**src/rtl/hcordic_iter_ctrl.sv**
```systemverilog
// Iterative hyperbolic CORDIC: one micro-rotation per clock, shifts 4 and 13 repeated.
// Ports: clk, rst, in_valid/in_ready, mode, x/y/z_in, out_valid/out_ready, x/y/z_out, busy.
module hcordic_iter_ctrl #(
  parameter int DATA_WIDTH = 32,
  parameter int FRAC_BITS  = 16,
  parameter int N_ITER     = 16
) (
  input  logic                         clk,
  input  logic                         rst,
  input  logic                         in_valid,
  output logic                         in_ready,
  input  logic                         mode,
  input  logic signed [DATA_WIDTH-1:0] x_in,
  input  logic signed [DATA_WIDTH-1:0] y_in,
  input  logic signed [DATA_WIDTH-1:0] z_in,
  output logic                         out_valid,
  input  logic                         out_ready,
  output logic signed [DATA_WIDTH-1:0] x_out,
  output logic signed [DATA_WIDTH-1:0] y_out,
  output logic signed [DATA_WIDTH-1:0] z_out,
  output logic                         busy
);

  localparam int SW = $clog2(N_ITER + 1);

  typedef enum logic [1:0] {
    IDLE,
    RUN,
    DONE
  } state_t;

  state_t state, state_nx;

  logic [SW-1:0]                sh;
  logic                         rep;
  logic                         mode_q;
  logic signed [DATA_WIDTH-1:0] xr, yr, zr;
  logic signed [DATA_WIDTH-1:0] tab [0:N_ITER];
  logic signed [DATA_WIDTH-1:0] t_cur, x_sh, y_sh;
  logic                         d_pos, rpt_pt, last;

  // atanh(2^-i) in Q(FRAC_BITS); low indices are held at Q16 and rescaled,
  // high indices use atanh(x) ~= x, exact once x^3/3 falls below one LSB.
  function automatic logic [DATA_WIDTH-1:0] atab(input int i);
    logic [63:0] v;
    v = 64'd0;
    if (i >= 8) begin
      if (FRAC_BITS >= i) v = 64'd1 << (FRAC_BITS - i);
    end else begin
      case (i)
        1: v = 64'd35999;
        2: v = 64'd16739;
        3: v = 64'd8235;
        4: v = 64'd4101;
        5: v = 64'd2049;
        6: v = 64'd1024;
        7: v = 64'd512;
        default: v = 64'd0;
      endcase
      if (FRAC_BITS >= 16) v = v << (FRAC_BITS - 16);
      else v = (v + (64'd1 << (15 - FRAC_BITS))) >> (16 - FRAC_BITS);
    end
    return v[DATA_WIDTH-1:0];
  endfunction

  always_comb begin
    for (int k = 0; k <= N_ITER; k++) tab[k] = atab(k);
  end

  assign t_cur  = tab[sh];
  assign x_sh   = xr >>> sh;
  assign y_sh   = yr >>> sh;
  assign d_pos  = mode_q ? yr[DATA_WIDTH-1] : !zr[DATA_WIDTH-1];
  // First visit of shift 4 or 13: run it again before advancing.
  assign rpt_pt = ((int'(sh) == 4) || (int'(sh) == 13)) && !rep;
  assign last   = (int'(sh) == N_ITER) && !rpt_pt;

  always_ff @(posedge clk) begin
    if (rst) state <= IDLE;
    else     state <= state_nx;
  end

  always_comb begin
    state_nx  = state;
    in_ready  = 1'b0;
    out_valid = 1'b0;
    busy      = 1'b0;
    unique case (state)
      IDLE: begin
        in_ready = 1'b1;
        if (in_valid) state_nx = RUN;
      end
      RUN: begin
        busy = 1'b1;
        if (last) state_nx = DONE;
      end
      DONE: begin
        out_valid = 1'b1;
        if (out_ready) state_nx = IDLE;
      end
      default: state_nx = IDLE;
    endcase
  end

  always_ff @(posedge clk) begin
    if (rst) begin
      xr     <= '0;
      yr     <= '0;
      zr     <= '0;
      mode_q <= 1'b0;
      sh     <= '0;
      rep    <= 1'b0;
    end else if (state == IDLE) begin
      if (in_valid) begin
        xr     <= x_in;
        yr     <= y_in;
        zr     <= z_in;
        mode_q <= mode;
        sh     <= SW'(1);
        rep    <= 1'b0;
      end
    end else if (state == RUN) begin
      if (d_pos) begin
        xr <= xr + y_sh;
        yr <= yr + x_sh;
        zr <= zr - t_cur;
      end else begin
        xr <= xr - y_sh;
        yr <= yr - x_sh;
        zr <= zr + t_cur;
      end
      if (rpt_pt) begin
        rep <= 1'b1;
      end else begin
        rep <= 1'b0;
        if (!last) sh <= sh + SW'(1);
      end
    end
  end

  assign x_out = xr;
  assign y_out = yr;
  assign z_out = zr;

endmodule

```
**config.mk**
```make
export PLATFORM = sky130hd
export DESIGN_NAME = hcordic_iter_ctrl
export DESIGN_NICKNAME = d
export VERILOG_FILES = /design/src/rtl/hcordic_iter_ctrl.sv
export SDC_FILE = /design/constraint.sdc
export NUM_CORES = 1
export LEC_CHECK = 0
export BUFFER_PORTS_ARGS = -buffer_cell sky130_fd_sc_hd__buf_2
export CORE_MARGIN = 2
export CORE_UTILIZATION = 60
export CTS_CLUSTER_SIZE = 24
export DETAILED_ROUTE_END_ITERATION = 16
export PLACE_DENSITY = 0.79
export SETUP_SLACK_MARGIN = 0.3
export SLEW_MARGIN = 0
export SYNTH_ARGS = -nofsm -noshare
export SYNTH_HDL_FRONTEND = slang
export SYNTH_SLANG_ARGS = --single-unit
```
**constraint.sdc**
```tcl
create_clock -name clk -period 16.2 [get_ports clk]
set_input_delay 3.24 -clock clk [delete_from_list [all_inputs] [get_ports clk]]
set_output_delay 3.24 -clock clk [all_outputs]
set_load 0.05 [all_outputs]
```
==> run metrics <==
Worst-Skew Late Latency 0.39 ns; CP max stage cell buf_4; Crit path required time 16.51 ns; total die area 27020 sq um; wl on met1 21.69 mm; RePlAce Congestion 1.019; largest net degree at the start of global routing 85; layout cells sized above 1 0.1841; Worst slew margin 0.2733; outcome finished clean; total power 0.001991 W; post-CTS setup buffer count 0; Antenna Violating Nets Remaining 0; commonest non-fill, non-tap cell in the layout nor2_1; Cell variety after synth 88; Num Clock Sinks 105; CTS clk-pin slew, worst paths 0.10 ns; Core ar. 25180 sq um; Hold Path Stages 2; DRT iter0 DRCs 2167; Resized Gates After CTS 0; Peak supply drop 0.00006861 V; max layer used met5; Mapped Area 15430 sq um; WL final 56.94 mm; Ys Warns 0; initial antenna violation count 3; syn avg cell area 7.666 sq um; via count 16886; Worst-Margin Slew 1.084 ns; Initial Utilization 0.6128; Die Y 164.4 microns; worst r2r path cells 25; Crit path top cell by count a21oi_1; sequential area share after synthesis 0.1362; sum of negative setup slack 0 ns; number of synthesized register bits 105; Final Hold Slack 0.4751 ns; total global routing overflow 0; first drt pass iteration count 7; H-tree Lvls 3; root buf cell clkbuf_16; total CTS buffers 9; final critical-path share of the clock period 0.4560; vias in the first global route 15794; Final Skew 0.03010 ns; P&R area growth vs syn 8.100%; RSZ-0062 raised after global routing false; post-synthesis cell count 2013; routed len/inst 23.31 microns; Post-synth EDFFs 0; final hold viol count 0; CTS max path bufs 2; Fill cells 2260; most common flop cell mapped by yosys dfxtp_1; commonest cells after routing, fill and taps aside nor2_1, nand2_1, buf_2; ANT cells 0; half-perimeter wire length after placement 42.48 mm; CTS tree done; final-stage net count 2330; Tot GR Track Use 0.4168; Post-route DRC 0; crit start category register; Final setup viols 0; final setup margin 8.812 ns; PortBufs 199; Min-Delay Path Class reg -> reg; CP arrival 7.70 ns; CP Max Fanout 63; dpl ws 8.968 ns; Max-cap violations 0; pwr dens 119.4 nW/um^2; Hold-fix buffers, CTS 0; met2 WL post-DR 25.95 mm; Achievable Freq 135.4 MHz; ys async rst share 0; vias per cell 6.912; first-pass GRT wire length 87.69 mm; top-level port count 200; max-slew violations 0; worst setup path category reg -> reg; Pleak 7.227 nW; syn_nets 2235; crit end category register; Tmin final 7.388 ns; Core Rows 58; die width 164.4 microns; Largest stage delay, worst path 0.80 ns; met3 wire len 6.047 mm
-- worst max-delay path: cells and delay by family (launching register included) --
kind | cells | cell delay, ns
AOI/OAI and AO/OA | 11 | 2.80
and+or+nand+nor | 8 | 1.29
muxes | 2 | 0.91
buffers and inverters | 1 | 0.80
DFF | 1 | 0.70
adders and majority gates | 2 | 0.58
xor gates and xnor gates | 1 | 0.14
-- per-stage QoR --
stage / area [sq um] / util / instances
final: 16680 / 0.6624 / 2443
after global routing: 16680 / 0.6624 / 2443
after global placement: 16390 / 0.6508 / 2427
after detailed placement: 16390 / 0.6508 / 2427
after floorplan: 15430 / - / 2013
after CTS: 16680 / 0.6624 / 2443
-- per-layer routing --
metal  track usage  vias to the layer above
met5             0                        -
met4        0.2166                        4
met3        0.1010                      211
met2        0.6729                      999
met1        0.5168                     7971
li1              -                     7701
-- layout make-up --
class	count	area (sq um)	area share
repair buffers	215	1119	0.06706
clock inverters	7	68.82	0.004125
well taps	330	412.9	0.02475
inverters	39	147.6	0.008851
flip-flops and latches	105	2113	0.1267
multi-input cells	1738	12590	0.7550
clock buffers	9	225.2	0.01350
-- report_power, final --
part           leakage, nW  internal [W]  switching (W)
registers            0.875      0.000291      0.0000952
logic                 6.21      0.000536       0.000828
clock network        0.143      0.000109       0.000131
total                 7.23      0.000937        0.00105
-- cell families after synthesis --
kind of cell	share of synthesized area
AOI/OAI and AO/OA	0.2647
xor gates and xnor gates	0.07638
adders and majority gates	0.09957
buffers and inverters	0.04970
DFF	0.1362
muxes	0.1723
and+or+nand+nor	0.2012
-- synthesized netlist by cell type, types with 10 or more instances --
| library cell | count | area, sq um |
|---|---|---|
| clkbuf_1 | 82 | 307.8 |
| ha_1 | 118 | 1476 |
| a31oi_1 | 34 | 212.7 |
| a21o_1 | 42 | 315.3 |
| and2_1 | 17 | 106.4 |
| nor2_1 | 235 | 882.1 |
| mux2_2 | 46 | 518.0 |
| nand2_1 | 224 | 840.8 |
| a21oi_1 | 167 | 835.8 |
| or3_1 | 15 | 93.84 |
| o21ai_0 | 145 | 725.7 |
| buf_2 | 19 | 95.09 |
| inv_1 | 34 | 127.6 |
| and3_1 | 21 | 131.4 |
| o211ai_1 | 21 | 157.7 |
| xor2_1 | 47 | 411.6 |
| nor3_1 | 42 | 210.2 |
| nor2b_1 | 16 | 100.1 |
| a221oi_1 | 15 | 131.4 |
| dfxtp_1 | 105 | 2102 |
| nand3_1 | 37 | 185.2 |
| o221ai_1 | 10 | 87.58 |
| o21bai_1 | 14 | 105.1 |
| buf_6 | 10 | 112.6 |
| xnor2_1 | 85 | 744.5 |
| a311oi_1 | 40 | 350.3 |
| mux4_2 | 69 | 1554 |
| nand2b_1 | 15 | 93.84 |
| o21a_1 | 18 | 135.1 |
| mux2i_1 | 53 | 530.5 |
| buf_1 | 12 | 45.04 |
| a211oi_1 | 47 | 352.8 |
-- final timing paths --
kind              startpoint   endpoint  slack, ns
hold reg to reg     z_out[0]   z_out[0]       0.48
setup / recovery       sh[1]  y_out[30]       8.81
setup reg to reg       sh[1]  y_out[30]       8.81
hold / removal      z_out[0]   z_out[0]       0.48
-- sequential cells by signal, summed over array words and instances (netlist names) --
signal	count
rep	1
x_out	32
y_out	32
z_out	32
state	2
mode_q	1
sh	5
No activity file was read; power rests on OpenSTA's default activity.
